`config.mk`:
```
export PLATFORM = sky130hd
export DESIGN_NAME = mlp_layer_sequencer
export DESIGN_NICKNAME = d
export VERILOG_FILES = /design/src/rtl/mlp_layer_sequencer.sv
export SDC_FILE = /design/constraint.sdc
export NUM_CORES = 1
export LEC_CHECK = 0
export CORE_MARGIN = 2
export CORE_UTILIZATION = 40
export CTS_CLUSTER_SIZE = 10
export DETAILED_ROUTE_END_ITERATION = 12
export PLACE_DENSITY = 0.76
export SETUP_SLACK_MARGIN = 0.4
export SYNTH_ARGS = -nofsm -noshare
export SYNTH_HDL_FRONTEND = slang
export SYNTH_SLANG_ARGS = --single-unit
```
`constraint.sdc`:
```
create_clock -name clk -period 2.9 [get_ports clk]
set_input_delay 0.58 -clock clk [delete_from_list [all_inputs] [get_ports clk]]
set_output_delay 0.58 -clock clk [all_outputs]
set_load 0.005 [all_outputs]
```
`src/rtl/mlp_layer_sequencer.sv`:
```
// Two-layer MLP inference sequencer: walks neurons and words, strobing clear/accumulate/write-back.
// Optional SEQ_ABORT_EN adds an abort input that returns the sequencer to IDLE from any busy state.
module mlp_layer_sequencer #(
    parameter int W1 = 4,
    parameter int N1 = 8,
    parameter int W2 = 1,
    parameter int N2 = 4
) (
    input  logic       clk,
    input  logic       rst_n,
    input  logic       start,
    input  logic       mem_valid,
    input  logic       abort,
    output logic       l1,
    output logic       acc_clr,
    output logic       acc_en,
    output logic [7:0] word_addr,
    output logic [7:0] neuron_addr,
    output logic       wb,
    output logic       busy,
    output logic       done
);

    typedef enum logic [2:0] {IDLE, CLR, ACC, WB, DONE} state_t;

    localparam logic [7:0] W1_LAST = 8'(W1 - 1);
    localparam logic [7:0] N1_LAST = 8'(N1 - 1);
    localparam logic [7:0] W2_LAST = 8'(W2 - 1);
    localparam logic [7:0] N2_LAST = 8'(N2 - 1);

    state_t     state, state_nx;
    logic       layer;
    logic [7:0] word_q;
    logic [7:0] neuron_q;
    logic       acc_en_q;
    logic       kill;
    logic       start_ok;
    logic       word_end;
    logic       last_l1_neuron;
    logic       last_l2_neuron;

`ifdef SEQ_ABORT_EN
    assign kill     = abort && (state != IDLE);
    assign start_ok = start && !abort;
`else
    logic unused_abort;
    assign unused_abort = abort;
    assign kill         = 1'b0;
    assign start_ok     = start;
`endif

    // acc_en_q is the registered form of mem_valid, so a word counts as consumed when acc_en_q is high
    assign word_end       = acc_en_q && (word_q == (layer ? W1_LAST : W2_LAST));
    assign last_l1_neuron = (neuron_q == N1_LAST);
    assign last_l2_neuron = (neuron_q == N2_LAST);

    always_ff @(posedge clk or negedge rst_n) begin
        if (!rst_n) begin
            state <= IDLE;
        end else begin
            state <= state_nx;
        end
    end

    always_comb begin
        state_nx = state;
        case (state)
            IDLE:    if (start_ok) state_nx = CLR;
            CLR:     state_nx = ACC;
            ACC:     if (word_end) state_nx = WB;
            WB:      state_nx = (!layer && last_l2_neuron) ? DONE : CLR;
            DONE:    state_nx = IDLE;
            default: state_nx = IDLE;
        endcase
        if (kill) state_nx = IDLE;
    end

    always_ff @(posedge clk or negedge rst_n) begin
        if (!rst_n) begin
            layer    <= 1'b1;
            word_q   <= 8'd0;
            neuron_q <= 8'd0;
            acc_en_q <= 1'b0;
        end else if (kill) begin
            layer    <= 1'b1;
            word_q   <= 8'd0;
            neuron_q <= 8'd0;
            acc_en_q <= 1'b0;
        end else begin
            case (state)
                IDLE: begin
                    acc_en_q <= 1'b0;
                    if (start_ok) begin
                        layer    <= 1'b1;
                        word_q   <= 8'd0;
                        neuron_q <= 8'd0;
                    end
                end
                CLR: acc_en_q <= mem_valid;
                ACC: begin
                    if (word_end) begin
                        word_q   <= 8'd0;
                        acc_en_q <= 1'b0;
                    end else begin
                        if (acc_en_q) word_q <= word_q + 8'd1;
                        acc_en_q <= mem_valid;
                    end
                end
                WB: begin
                    acc_en_q <= 1'b0;
                    if (layer) begin
                        if (last_l1_neuron) begin
                            layer    <= 1'b0;
                            neuron_q <= 8'd0;
                        end else begin
                            neuron_q <= neuron_q + 8'd1;
                        end
                    end else if (!last_l2_neuron) begin
                        neuron_q <= neuron_q + 8'd1;
                    end
                end
                DONE: begin
                    acc_en_q <= 1'b0;
                    layer    <= 1'b1;
                    neuron_q <= 8'd0;
                end
                default: acc_en_q <= 1'b0;
            endcase
        end
    end

    // Outputs decode only registered state, never a live input
    always_comb begin
        l1          = layer;
        acc_clr     = 1'b0;
        acc_en      = acc_en_q;
        word_addr   = word_q;
        neuron_addr = neuron_q;
        wb          = 1'b0;
        busy        = 1'b1;
        done        = 1'b0;
        case (state)
            IDLE: begin
                l1   = 1'b1;
                busy = 1'b0;
            end
            CLR:  acc_clr = 1'b1;
            WB:   wb = 1'b1;
            DONE: begin
                l1   = 1'b0;
                done = 1'b1;
            end
            default: ;
        endcase
    end

endmodule

```
# Word level (Yosys, flattened, before mapping)
# Index checks and enable logic that the tools add are counted.
# totals
ff_bits	21
input_bits	5
output_inout_bits	22
word_cells	52
# classes
add_sub_neg	2
eq_ne	11
n_mux	24
n_reduce_logical	10
# ops
cell	n
two-way mux 8 bit	6
case mux 8 bit (3 select lines)	1
adder 8 x 1 -> 8 bit (second input constant)	2
case mux 8 bit (2 select lines)	1
case mux 3 bit (4 select lines)	1
two-way mux 3 bit	3
== test 8 x 2 -> 1 bit	1
== test 8 x 2 -> 1 bit (second input constant)	1
== test 8 x 3 -> 1 bit (second input constant)	1
two-way mux 1 bit	8
== test 3 x 2 -> 1 bit (second input constant)	2
inequality test 3 bit (second input constant)	2
AND reduction 3 bit	2
inequality test 2 bit (second input constant)	2
case mux 1 bit (2 select lines)	2
AND reduction 2 bit	2
== test 3 x 1 -> 1 bit (second input constant)	1
== test 3 bit (second input constant)	1
zero test 3 bit	1
case mux 1 bit (3 select lines)	1
nonzero test 3 bit	1
logical AND 1 bit	2
two-way mux 2 bit	1
nonzero test 2 bit	1
zero test 1 bit	1

# Depth between registers and ports, before layout
# Gate-level depths: netlist (run 1).
# logic_depth
word_depth	5
depth_mapped	7
depth_no_buf	5

# Worst setup path after synthesis (run 1)
# No wires, ideal clock.
# synth_timing
path_kind	input port to flip-flop
startpoint	in start
endpoint	reg word_q[6], in the netlist word_addr[6]
setup_ns	0.104
arrival_time_ns	1.717
required_ns	2.796
slack_ns	1.080
stages	5
n_path_buf	1
path_cell_list	mux2i_1 > or3_1 > or3b_1 > buf_2 > o41ai_2
# synth_between
elab_chain_len	2
# synth_lines
element	line_no	source
from (decl)	11	input logic start,
inequality test 2 bit (no line)	n/a	
AND reduction 3 bit (no line)	n/a	
to (signal assigned)	105	if (acc_en_q) word_q <= word_q + 8'd1;
to (decl)	33	logic [7:0] word_q;
# No other way between the ends.
# A chain may end at the register's enable or synchronous reset.

# Worst setup path in the final report (run 1)
# layout_timing
startpoint	reg state[1]
endpoint	out l1
# layout_between
elab_chain_len	2
# layout_lines
element	line_no	source
from (decl)	31	state_t state, state_nx;
from (signal assigned)	61	state <= state_nx;
== test 3 bit or zero test 3 bit (tied branches)	142	case (state)
case mux 1 bit (2 select lines) (*)	142	
to (decl)	14	output logic l1,
# Mark *: on every way between the ends. The rest lies on a longest branch, timed or not.

==> results.rst, run 1 <==
.. list-table::
   :header-rows: 1

   * - Metric
     - Value
   * - Result of the run
     - finished, final reports clean
   * - Area of the core
     - 2810 µm²
   * - Max H-tree Level
     - 1
   * - Clock latency at the later pin of the worst-skew pair
     - between 0.3 and 0.4 ns
   * - Residual DRC
     - 0
   * - Port Buffers
     - 25
   * - Critical hold path startpoint
     - word_addr[7]$_DFFE_PN0P_
   * - Setup repair after global routing missed its margin
     - no
   * - Arrival time of data at the critical path endpoint
     - 1.73 ns
   * - Setup slack of the most critical reg-to-reg path
     - 0.98 ns
   * - Sinks on the clock net
     - 21
   * - Pwr Density
     - 789 nW/µm²
   * - Number of setup buffers added after CTS
     - 0
   * - Critical setup path kind
     - reg2out
   * - Placement Rows
     - 19
   * - WL per Instance
     - 14.9 µm
   * - Area delta synth->final
     - 25.4%
   * - Placed instance count
     - 183
   * - Hold violation total from the final report
     - 0
   * - Post-route fraction of the period consumed by the critical path
     - 0.796
   * - Filler cell count
     - approximately 280
   * - Cell Count, Final, Fillers Out
     - 187
   * - Largest vdd supply drop
     - 0.382 mV
   * - Placer congestion estimate
     - 0.904
   * - Crit end category
     - primary output
   * - Die span in x
     - 58.9 µm
   * - # resized after CTS
     - 0
   * - DR vias/cell
     - 5.93
   * - Net count after synthesis
     - around 140
   * - Clock skew
     - 0.00221 ns
   * - Area of the die
     - ~3500 µm²
   * - Antenna Cells
     - 0
   * - Sequential share of the synthesized area
     - 0.437
   * - Cell chosen for the clock root
     - clkbuf_4
   * - Average footprint of a synthesized cell
     - between 9 and 10 µm²
   * - Placed Area
     - 1490 µm²
   * - Global-route congestion overflow total
     - 0
   * - Gate count after technology mapping
     - 131
   * - Drt pass-1 iters
     - 5
   * - Fraction of layout instances using a drive strength above 1
     - 0.0769
   * - Nets@finish
     - 164
   * - Number of antenna violations at the first check in global routing
     - 0
   * - Reg2Reg Depth
     - 4
   * - Final ANT Viol Nets
     - 0
   * - Final design instance area without fill
     - 1510 µm²
   * - Beginning of the worst register-to-register path
     - state[1]$_DFFE_PN0P_
   * - Minimum clock period
     - around 2.3 ns
   * - CP required
     - approximately 2.3 ns
   * - Worst min path class
     - reg2reg
   * - Least-Margin Pin Slew
     - 0.537 ns
   * - Leakage dissipation
     - between 0.6 and 0.7 nW
   * - Worst slew margin relative to its limit
     - 0.638
   * - Count of vias placed by the detailed router
     - 1108
   * - Maximum net fanout on the critical path
     - 9
   * - Final core utilization
     - 0.539
   * - Synthesis warning total
     - 0
   * - Clk slew on worst S/H paths
     - between 0.1 and 0.15 ns
   * - Count of unique library cells instantiated by Yosys
     - 41
   * - Largest buffer count on any clock path
     - 2
   * - Endpoint with the worst hold slack
     - word_addr[7]$_DFFE_PN0P_
   * - TritonCTS Buffers
     - 3
   * - I/O pin count
     - 27
   * - Starting density of the core
     - 0.430
   * - TritonCTS clock tree
     - yes
   * - Overall die height
     - ~60 µm
   * - Final TNS setup
     - 0 ns
   * - Finish-stage setup viols
     - 0
   * - Number of max-slew violations in the final report
     - 0
   * - Reg2reg end
     - word_addr[6]$_DFFE_PN0P_
   * - Routed wire length
     - 2.79 mm
   * - Cell Area, Synth
     - approximately 1200 µm²
   * - Vias in the first global route
     - 1061
   * - Highest Clock Rate
     - 0.433 GHz
   * - Global-route total usage across every layer
     - 0.181
   * - Flop and latch count out of synthesis
     - 21
   * - Storage cell area
     - about 530 µm²
   * - Cts hold-fix bufs
     - 0
   * - Footprint of the multi-input gates
     - around 640 µm²
   * - Largest net degree at the start of global routing
     - 22
   * - Initial drt markers
     - 42
   * - Kind of start point of the critical path
     - flop
   * - Wire length of the first global-routing pass
     - ~4.8 mm
   * - Number of cells on the worst hold path
     - 1
   * - Max-capacitance violation count
     - 0
   * - Post-DP HPWL
     - just over 2 mm
## critical path, cell delays in order (launching register included)
cell and delay, ns:
dfrtp_1 0.53, nor2_1 0.10, and2_1 0.18, nor2_1 0.10, clkdlybuf4s50_1 0.50
## final cells by class
type	instances	area share
Timing Repair Buffer	28	0.180
Tap cell	31	0.0257
Clock buffer	4	0.0174
Sequential cell	21	0.349
Inverter	2	0.00497
Multi-Input combinational cell	101	0.423
## cell usage after synthesis, drive strengths merged
cell,count,area (µm²)
xnor2,2,17.5
inv,2,7.51
mux2,1,11.3
and3,7,43.8
o41ai,1,16.3
a31oi,1,6.26
dfrtp,20,500
dfstp,1,26.3
a2bb2oi,1,8.76
a41oi,1,8.76
or3,2,12.5
o31ai,4,30.0
nand4,1,6.26
nor3b,2,20.0
o21ai,7,35.0
o21a,1,7.51
o22a,3,26.3
nor4b,2,23.8
clkbuf,5,18.8
buf,2,12.5
nor3,7,35.0
a22o,1,8.76
nand2,11,41.3
a211o,1,8.76
o211a,2,20.0
nor2,11,41.3
ha,2,25.0
a21oi,5,25.0
nand3,12,60.1
a22oi,1,7.51
mux2i,1,10.0
o311ai,1,8.76
nand3b,2,15.0
or3b,1,8.76
nor2b,2,12.5
and2,3,18.8
a221o,1,10.0
a31o,1,8.76
## placed cells by master, fill, tap and decap left out, types with 2 or more instances in the layout
cell type | Yosys | routed
clkdlybuf4s50_1 | 0 | 25
dfrtp_1 | 20 | 20
nand3_1 | 12 | 12
nor2_1 | 11 | 11
nand2_1 | 11 | 11
and3_1 | 7 | 7
nor3_1 | 7 | 7
o21ai_0 | 7 | 7
a21oi_1 | 5 | 5
o31ai_1 | 4 | 4
and2_1 | 3 | 3
o22a_1 | 3 | 3
clkbuf_4 | 0 | 3
buf_4 | 1 | 3
nand3b_1 | 2 | 2
inv_1 | 2 | 2
o211a_1 | 2 | 2
nor2b_1 | 2 | 2
or3_1 | 2 | 2
xnor2_1 | 2 | 2
ha_1 | 2 | 2
## layer usage
layer  vias up  part of all wire  GRT usage
li1        538                 -          -
met1       530              0.44      0.247
met2        35              0.49      0.283
met3         5             0.052     0.0198
met4         0             0.022     0.0974
met5         -                 0          0
## kinds of logic (layout without fill, tap and decap cells)
group	Yosys count	after routing	synth area share
flip-flops	21	21	0.437
buffers and inverters	9	34	0.0322
multiplexers	2	2	0.0177
AO/OA/AOI/OAI	32	32	0.196
AND/OR/NAND/NOR	63	63	0.281
adder cells (fa/ha/maj)	2	2	0.0208
XOR/XNOR	2	2	0.0145
## sequential cells by signal (all words and copies together) (netlist names)
register     cells
neuron_addr      8
word_addr        8
state            3
acc_en           1
layer            1
## metrics by stage
stage                     setup slack (ns)  power (W)  hold slack, ns
final                                0.592    0.00119           0.544
after global routing                 0.478    0.00129           0.594
after CTS                            0.563    0.00120           0.546
after detailed placement             0.465    0.00105           0.526
after global placement               0.486    0.00103           0.519
after floorplan                       1.08   0.000803           0.284
## power by group
| part | internal, W | total, W | switching, W |
|---|---|---|---|
| clock network | 0.0000538 | 0.000145 | 0.0000910 |
| logic | 0.000302 | 0.000545 | 0.000243 |
| registers | 0.000365 | 0.000502 | 0.000137 |
## worst max-delay path by stage
stage / from / end / slack (ns) / cells past startpoint
3_5_place_dp: start / word_addr[6]$_DFFE_PN0P_ / 0.47 / 5
4_1_cts: state[1]$_DFFE_PN0P_ / l1 / 0.56 / 4
2_1_floorplan: start / word_addr[6]$_DFFE_PN0P_ / 1.08 / 5
3_3_place_gp: start / word_addr[6]$_DFFE_PN0P_ / 0.49 / 5
6_report: state[1]$_DFFE_PN0P_ / l1 / 0.59 / 4
5_1_grt: state[1]$_DFFE_PN0P_ / l1 / 0.48 / 4
Note: power is estimated with default switching activity, not from simulation.
==> run 2, diff against run 1 <==
- PLACE_DENSITY: 0.76 -> 0.78
- clock period: 2.9 -> 1.9 ns (I/O delays scaled with it)
==> run 2 against run 1 <==
Effect of this change:
- the flow now finishes with violations (DRC)
- via count increased by 31%
- power up 120%
- non-clock buffer count is 50 higher
- flip-flop and latch count unchanged
- clock skew down 0.0013 ns
- worst hold slack got worse by 0.13 ns
- first-iteration DRC count increased to 3.0 times the previous value
- clock power grew 51%
- final area grew 39%
- wire length up 65%
- sequential power increased by 40%
- critical path depth grew 1
==> results.rst, run 2 (synthesis gave the netlist of run 1 again) <==
.. list-table::
   :header-rows: 1

   * - Metric
     - Value
   * - Finish-stage setup viols
     - 0 (unchanged)
   * - Final ANT Viol Nets
     - 0 (unchanged)
   * - Reg2Reg Depth
     - 5 (+1)
   * - Global-route congestion overflow total
     - 0 (unchanged)
   * - Routed wire length
     - 4.59 mm (+65%)
   * - Pwr Density
     - 1260 nW/µm² (+60%)
   * - TritonCTS clock tree
     - yes
   * - Antenna Cells
     - 0 (unchanged)
   * - Clock skew
     - 0.000885 ns (-0.00133 ns)
   * - Highest Clock Rate
     - 0.572 GHz
   * - Overall die height
     - 58.9 µm (unchanged)
   * - I/O pin count
     - 27 (unchanged)
   * - Post-route fraction of the period consumed by the critical path
     - 0.920
   * - Violations in the final reports
     - DRC
   * - Final design instance area without fill
     - 2110 µm² (+39%)
   * - Maximum net fanout on the critical path
     - 6 (-3)
   * - Number of max-slew violations in the final report
     - 0 (unchanged)
   * - Reg2reg end
     - word_addr[5]$_DFFE_PN0P_
   * - Area delta synth->final
     - 74.8%
   * - CP required
     - 2.11 ns (-0.21 ns)
   * - Wire length of the first global-routing pass
     - 6.58 mm (+37%)
   * - Most common library cell in the layout ignoring fill and taps
     - buf_4
   * - Top library cells by usage in the layout, fill and taps aside
     - 43 x buf_4, 15 x dlygate4sd2_1, 14 x dfrtp_2, 11 x nand3_1, 11 x nand2_1
   * - Nets@finish
     - 214 (+30%)
   * - Residual DRC
     - 1 (+1)
   * - Least-Margin Pin Slew
     - 0.413 ns (-0.125 ns)
   * - DR vias/cell
     - 6.11 (+3.0%)
   * - Setup repair after global routing missed its margin
     - yes
   * - Max H-tree Level
     - 1 (unchanged)
   * - Arrival time of data at the critical path endpoint
     - 1.96 ns (+0.23 ns)
   * - Clock latency at the later pin of the worst-skew pair
     - 0.31 ns (about the same)
   * - Largest buffer count on any clock path
     - 2 (unchanged)
   * - Placed instance count
     - 187 (+2.2%)
   * - Clk slew on worst S/H paths
     - 0.11 ns (about the same)
   * - Post-layout total power
     - 0.00266 W (+120%)
   * - Die span in x
     - 58.9 µm (unchanged)
   * - Count of vias placed by the detailed router
     - 1447 (+31%)
   * - Final TNS setup
     - 0 ns (unchanged)
   * - Vias in the first global route
     - 1366 (+29%)
   * - Hold violation total from the final report
     - 0 (unchanged)
   * - Worst min path class
     - in2async
   * - Worst slew margin relative to its limit
     - 0.724 (+0.0865)
   * - Min Hold Slack
     - 0.411 ns (-0.133 ns)
   * - Placer congestion estimate
     - 0.909 (+0.48%)
   * - Leakage dissipation
     - 1.08 nW (+67%)
   * - Fraction of layout instances using a drive strength above 1
     - 0.515 (+0.438)
   * - Cts hold-fix bufs
     - 0 (unchanged)
   * - Sinks on the clock net
     - 21 (unchanged)
   * - Post-DP HPWL
     - 2.10 mm (+3.8%)
   * - Placement Rows
     - 19 (unchanged)
   * - Kind of start point of the critical path
     - flop
   * - TritonCTS Buffers
     - 3 (unchanged)
   * - Cell Count, Final, Fillers Out
     - 237 (+27%)
   * - Number of antenna violations at the first check in global routing
     - 0 (unchanged)
   * - Setup slack of the most critical reg-to-reg path
     - 0.15 ns (-0.83 ns)
   * - Initial drt markers
     - 127 (+200%)
   * - Placed Area
     - 1530 µm² (+2.8%)
   * - Beginning of the worst register-to-register path
     - layer$_DFFE_PN1P_
   * - Max-capacitance violation count
     - 0 (unchanged)
   * - Starting density of the core
     - 0.430 (unchanged)
   * - Largest net degree at the start of global routing
     - 22 (unchanged)
   * - Drt pass-1 iters
     - 8 (+3)
   * - WL per Instance
     - 19.4 µm (+30%)
   * - Area of the core
     - 2810 µm² (unchanged)
   * - Minimum clock period
     - 1.75 ns
   * - Result of the run
     - finished, violations left
   * - Crit end category
     - flop
   * - Critical setup path kind
     - reg2reg
   * - Port Buffers
     - 25 (unchanged)
   * - Global-route total usage across every layer
     - 0.247 (+0.0652)
   * - Area of the die
     - 3470 µm² (unchanged)
   * - Largest vdd supply drop
     - 0.653 mV (+71%)
   * - Cell chosen for the clock root
     - clkbuf_4
-- run 2: how the worst max path moves through the flow --
stage	startpoint	endpoint	slack, ns	cells after the start
after global placement	start	word_addr[5]$_DFFE_PN0P_	-0.21	5
after CTS	state[0]$_DFFE_PN0P_	word_addr[5]$_DFFE_PN0P_	0.15	4
after floorplan	state[1]$_DFFE_PN0P_	word_addr[5]$_DFFE_PN0P_	0.18	6
after global routing	layer$_DFFE_PN1P_	word_addr[5]$_DFFE_PN0P_	0.1	5
after detailed placement	start	word_addr[5]$_DFFE_PN0P_	-0.28	5
final	layer$_DFFE_PN1P_	word_addr[5]$_DFFE_PN0P_	0.15	5
-- run 2: repair_timing --
action / 4_1_cts / 5_1_grt
gates resized for setup: 75 / 25
pin swaps: 15 / 13
buffers inserted: 41 / 5
setup endpoints to repair: 40 / 27
-- run 2: worst max-delay path, stage by stage (launching register included) --
cell	delay, ns
dfstp_2	0.41
buf_12	0.12
and3_1	0.17
o211a_1	0.25
or3b_4	0.47
o311ai_4	0.23
-- run 2: power breakdown --
part           total [W]  internal (W)  leakage, nW  switching [W]
registers       0.000703      0.000574        0.257       0.000130
clock network   0.000219     0.0000820       0.0150       0.000137
logic            0.00173      0.000956        0.806       0.000779
total            0.00266       0.00161         1.08        0.00105
-- run 2: area by class of cell --
type | count | area, µm²
Tap cell | 31 | 38.8
Inverter | 2 | 7.51
Multi-Input combinational cell | 101 | 823
Timing Repair Buffer | 78 | 666
Fill cell | 179 | 699
Sequential cell | 21 | 544
Clock buffer | 4 | 26.3
-- run 2: layer usage --
metal	vias to the layer above	GRT usage	wire length, µm
met5	-	0	0
met2	78	0.438	2350
li1	639	-	-
met1	714	0.312	1820
met4	0	0.0487	100
met3	16	0.0462	314
-- run 2: metrics by stage --
step	worst slack [ns]	utilization
floorplan	0.175	-
global placement	-0.210	0.544
detailed placement	-0.280	0.544
CTS	0.154	0.697
global route	0.0959	0.751
finish	0.152	0.751
==> run 3, diff against run 2 <==
- CELL_PAD_IN_SITES_DETAIL_PLACEMENT: unset -> 1
- CELL_PAD_IN_SITES_GLOBAL_PLACEMENT: unset -> 1
- CORE_UTILIZATION: 40 -> 33
- PLACE_DENSITY: 0.78 -> 0.71
==> run 3 against run 2 <==
Effect of this change:
- the run ends with setup timing left
- non-clock buffer count rose by 7
- die area increased by 20%
- final area is 4.5% higher
==> results.rst, run 3 (synthesis gave the netlist of run 1 again) <==
.. list-table::
   :header-rows: 1

   * - Metric
     - Value
   * - Result of the run
     - finished, violations left
   * - Violations in the final reports
     - setup timing
   * - Minimum clock period
     - 1.91 ns (+0.163 ns)
   * - Die span in x
     - 64.4 µm (+9.4%)
   * - Leakage dissipation
     - 1.08 nW (+0.12%)
   * - Placed Area
     - 1580 µm² (+3.2%)
   * - Area delta synth->final
     - 82.7%
   * - Clock latency at the later pin of the worst-skew pair
     - 0.32 ns (about the same)
   * - TritonCTS Buffers
     - 3 (unchanged)
   * - Hold violation total from the final report
     - 0 (unchanged)
   * - Placer congestion estimate
     - 0.742 (-18%)
   * - Post-DP HPWL
     - 2.50 mm (+19%)
   * - Reg2Reg Depth
     - 4 (-1)
   * - Fraction of layout instances using a drive strength above 1
     - 0.535 (+0.0206)
   * - Residual DRC
     - 0 (-1)
   * - DR vias/cell
     - 5.86 (-4.1%)
   * - Overall die height
     - 64.4 µm (+9.4%)
   * - Wire length of the first global-routing pass
     - 8.61 mm (+31%)
   * - Routed wire length
     - 6.30 mm (+37%)
   * - Post-route fraction of the period consumed by the critical path
     - 1.01 (+0.0855)
   * - Pwr Density
     - 1300 nW/µm² (+3.2%)
   * - Final design instance area without fill
     - 2200 µm² (+4.5%)
   * - Starting density of the core
     - 0.353 (-0.0768)
   * - Most common library cell in the layout ignoring fill and taps
     - buf_4
   * - Max H-tree Level
     - 1 (unchanged)
   * - Power spent charging and discharging nets
     - 0.00122 W (+17%)
   * - Finish-stage setup viols
     - 1 (+1)
   * - Largest vdd supply drop
     - 0.539 mV (-17%)
   * - Beginning of the worst register-to-register path
     - layer$_DFFE_PN1P_
   * - Port Buffers
     - 25 (unchanged)
   * - Vias in the first global route
     - 1582 (+16%)
   * - Max-capacitance violation count
     - 0 (unchanged)
   * - Global-route congestion overflow total
     - 0 (unchanged)
   * - Highest Clock Rate
     - 0.524 GHz (-8.5%)
   * - CP required
     - 2.13 ns (+0.02 ns)
   * - Placement Rows
     - 21 (+2)
   * - Crit path buf inv count
     - 0 (-1)
   * - Area of the core
     - 3420 µm² (+22%)
   * - Sinks on the clock net
     - 21 (unchanged)
   * - Kind of start point of the critical path
     - flop
   * - Largest net degree at the start of global routing
     - 14 (-36%)
   * - Worst slew margin relative to its limit
     - 0.694 (-0.0301)
   * - Least-Margin Pin Slew
     - 0.458 ns (+0.0451 ns)
   * - TritonCTS clock tree
     - yes
   * - Critical Path Slowest Stage Cell
     - dfstp_2
   * - Cell chosen for the clock root
     - clkbuf_4
   * - Post-Place Setup Slack
     - -0.249 ns (+0.0307 ns)
   * - Number of cells on the critical path
     - 4 (-1)
   * - Switching part of the total power
     - 0.426 (+0.0320)
   * - Part of the total power dissipated in sequential elements
     - 0.248 (-0.017)
   * - Share of total power in combinational logic
     - 0.667 (+0.014)
   * - WL per Instance
     - 24.3 µm (+26%)
   * - Largest buffer count on any clock path
     - 2 (unchanged)
   * - Share of total power in the clock network
     - 0.085 (+0.002)
   * - Final ANT Viol Nets
     - 0 (unchanged)
   * - Final worst slack
     - -0.0101 ns (-0.163 ns)
   * - Final core utilization
     - 0.644 (-0.106)
   * - Setup repair after global routing missed its margin
     - yes
   * - Initial drt markers
     - 68 (-46%)
   * - Maximum net fanout on the critical path
     - 7 (+1)
   * - Stage delay of the slowest cell on the critical path
     - 0.67 ns (+0.20 ns)
   * - Final TNS setup
     - -0.0101 ns (-0.0101 ns)
   * - Crit end category
     - flop
   * - Launching element of the worst setup path
     - layer$_DFFE_PN1P_
   * - Area of the die
     - 4150 µm² (+20%)
   * - Count of vias placed by the detailed router
     - 1517 (+4.8%)
   * - Top library cells by usage in the layout, fill and taps aside
     - 37 x buf_4, 24 x buf_6, 11 x nand2_1
   * - Clock skew
     - 0.00326 ns (+0.00238 ns)
   * - Drt pass-1 iters
     - 4 (-4)
   * - Nets@finish
     - 221 (+3.3%)
   * - Critical setup path kind
     - reg2reg
   * - Crit-path leading delay family
     - flip-flops
   * - Number of max-slew violations in the final report
     - 0 (unchanged)
   * - Worst min path class
     - in2async
   * - Ordered list of cells on the worst path
     - nor3_1 -> o211a_1 -> or3b_4 -> o31ai_1
   * - Antenna Cells
     - 0 (unchanged)
   * - Clk slew on worst S/H paths
     - 0.14 ns (+0.03 ns)
   * - Number of antenna violations at the first check in global routing
     - 0 (unchanged)
   * - Global-route total usage across every layer
     - 0.268 (+0.0215)
   * - I/O pin count
     - 27 (unchanged)
   * - Arrival time of data at the critical path endpoint
     - 2.14 ns (+0.18 ns)
   * - Total internal power
     - 0.00165 W (+2.2%)
==> run 3: cell types whose count changed in the layout (fill, tap and decap cells not counted), moves of 2 or more <==
cell | previous run | this run
nor3_4 | 2 | 0
buf_4 | 43 | 37
nand3_1 | 11 | 9
dfrtp_1 | 6 | 10
dlygate4sd2_1 | 15 | 10
buf_6 | 9 | 24
dfrtp_2 | 14 | 10
nor3b_2 | 2 | 0
nor3b_4 | 0 | 2
clkbuf_2 | 0 | 4
==> run 3: per-layer routing <==
layer	up-vias	part of all wire	track usage
li1	651	-	-
met1	772	0.41	0.334
met2	68	0.49	0.465
met3	26	0.042	0.0399
met4	0	0.052	0.106
met5	-	0	0
==> run 3: layout make-up <==
type	count	area, µm²
Inverter	2	7.51
Clock inverter	1	5.00
Fill cell	381	1210
Tap cell	46	57.6
Sequential cell	21	539
Timing Repair Buffer	85	737
Multi-Input combinational cell	101	832
Clock buffer	3	22.5
==> run 3: worst paths after layout <==
kind / end / slack [ns]
max: word_addr[3]$_DFFE_PN0P_ / -0.01
min: state[1]$_DFFE_PN0P_ / 0.35
max reg2reg: word_addr[3]$_DFFE_PN0P_ / -0.01
min reg2reg: word_addr[7]$_DFFE_PN0P_ / 0.60
max in group asynchronous: neuron_addr[5]$_DFFE_PN0P_ / 0.99
min in group clk: word_addr[7]$_DFFE_PN0P_ / 0.60
==> run 3: repair_timing <==
item                       4_1_cts  5_1_grt
setup endpoints to repair       40       32
hold buffers                     0        0
buffers inserted                42        7
resized for setup               84       36
pin swaps                       14       10
==> run 3: power groups by stage <==
stage / clock network (W) / logic [W] / registers, W
5_1_grt: 0.000264 / 0.00200 / 0.000726
3_3_place_gp: 0 / 0.000946 / 0.000741
3_5_place_dp: 0 / 0.000978 / 0.000756
2_1_floorplan: 0 / 0.000576 / 0.000685
4_1_cts: 0.000237 / 0.00152 / 0.000695
6_report: 0.000243 / 0.00191 / 0.000711
==> run 3: per-stage QoR <==
stage               hold slack [ns]  std cells  power (W)
floorplan                    0.0844        131    0.00126
global placement              0.513        206    0.00169
detailed placement            0.536        206    0.00173
CTS                           0.364        252    0.00245
global route                  0.357        259    0.00299
finish                        0.348        259    0.00287
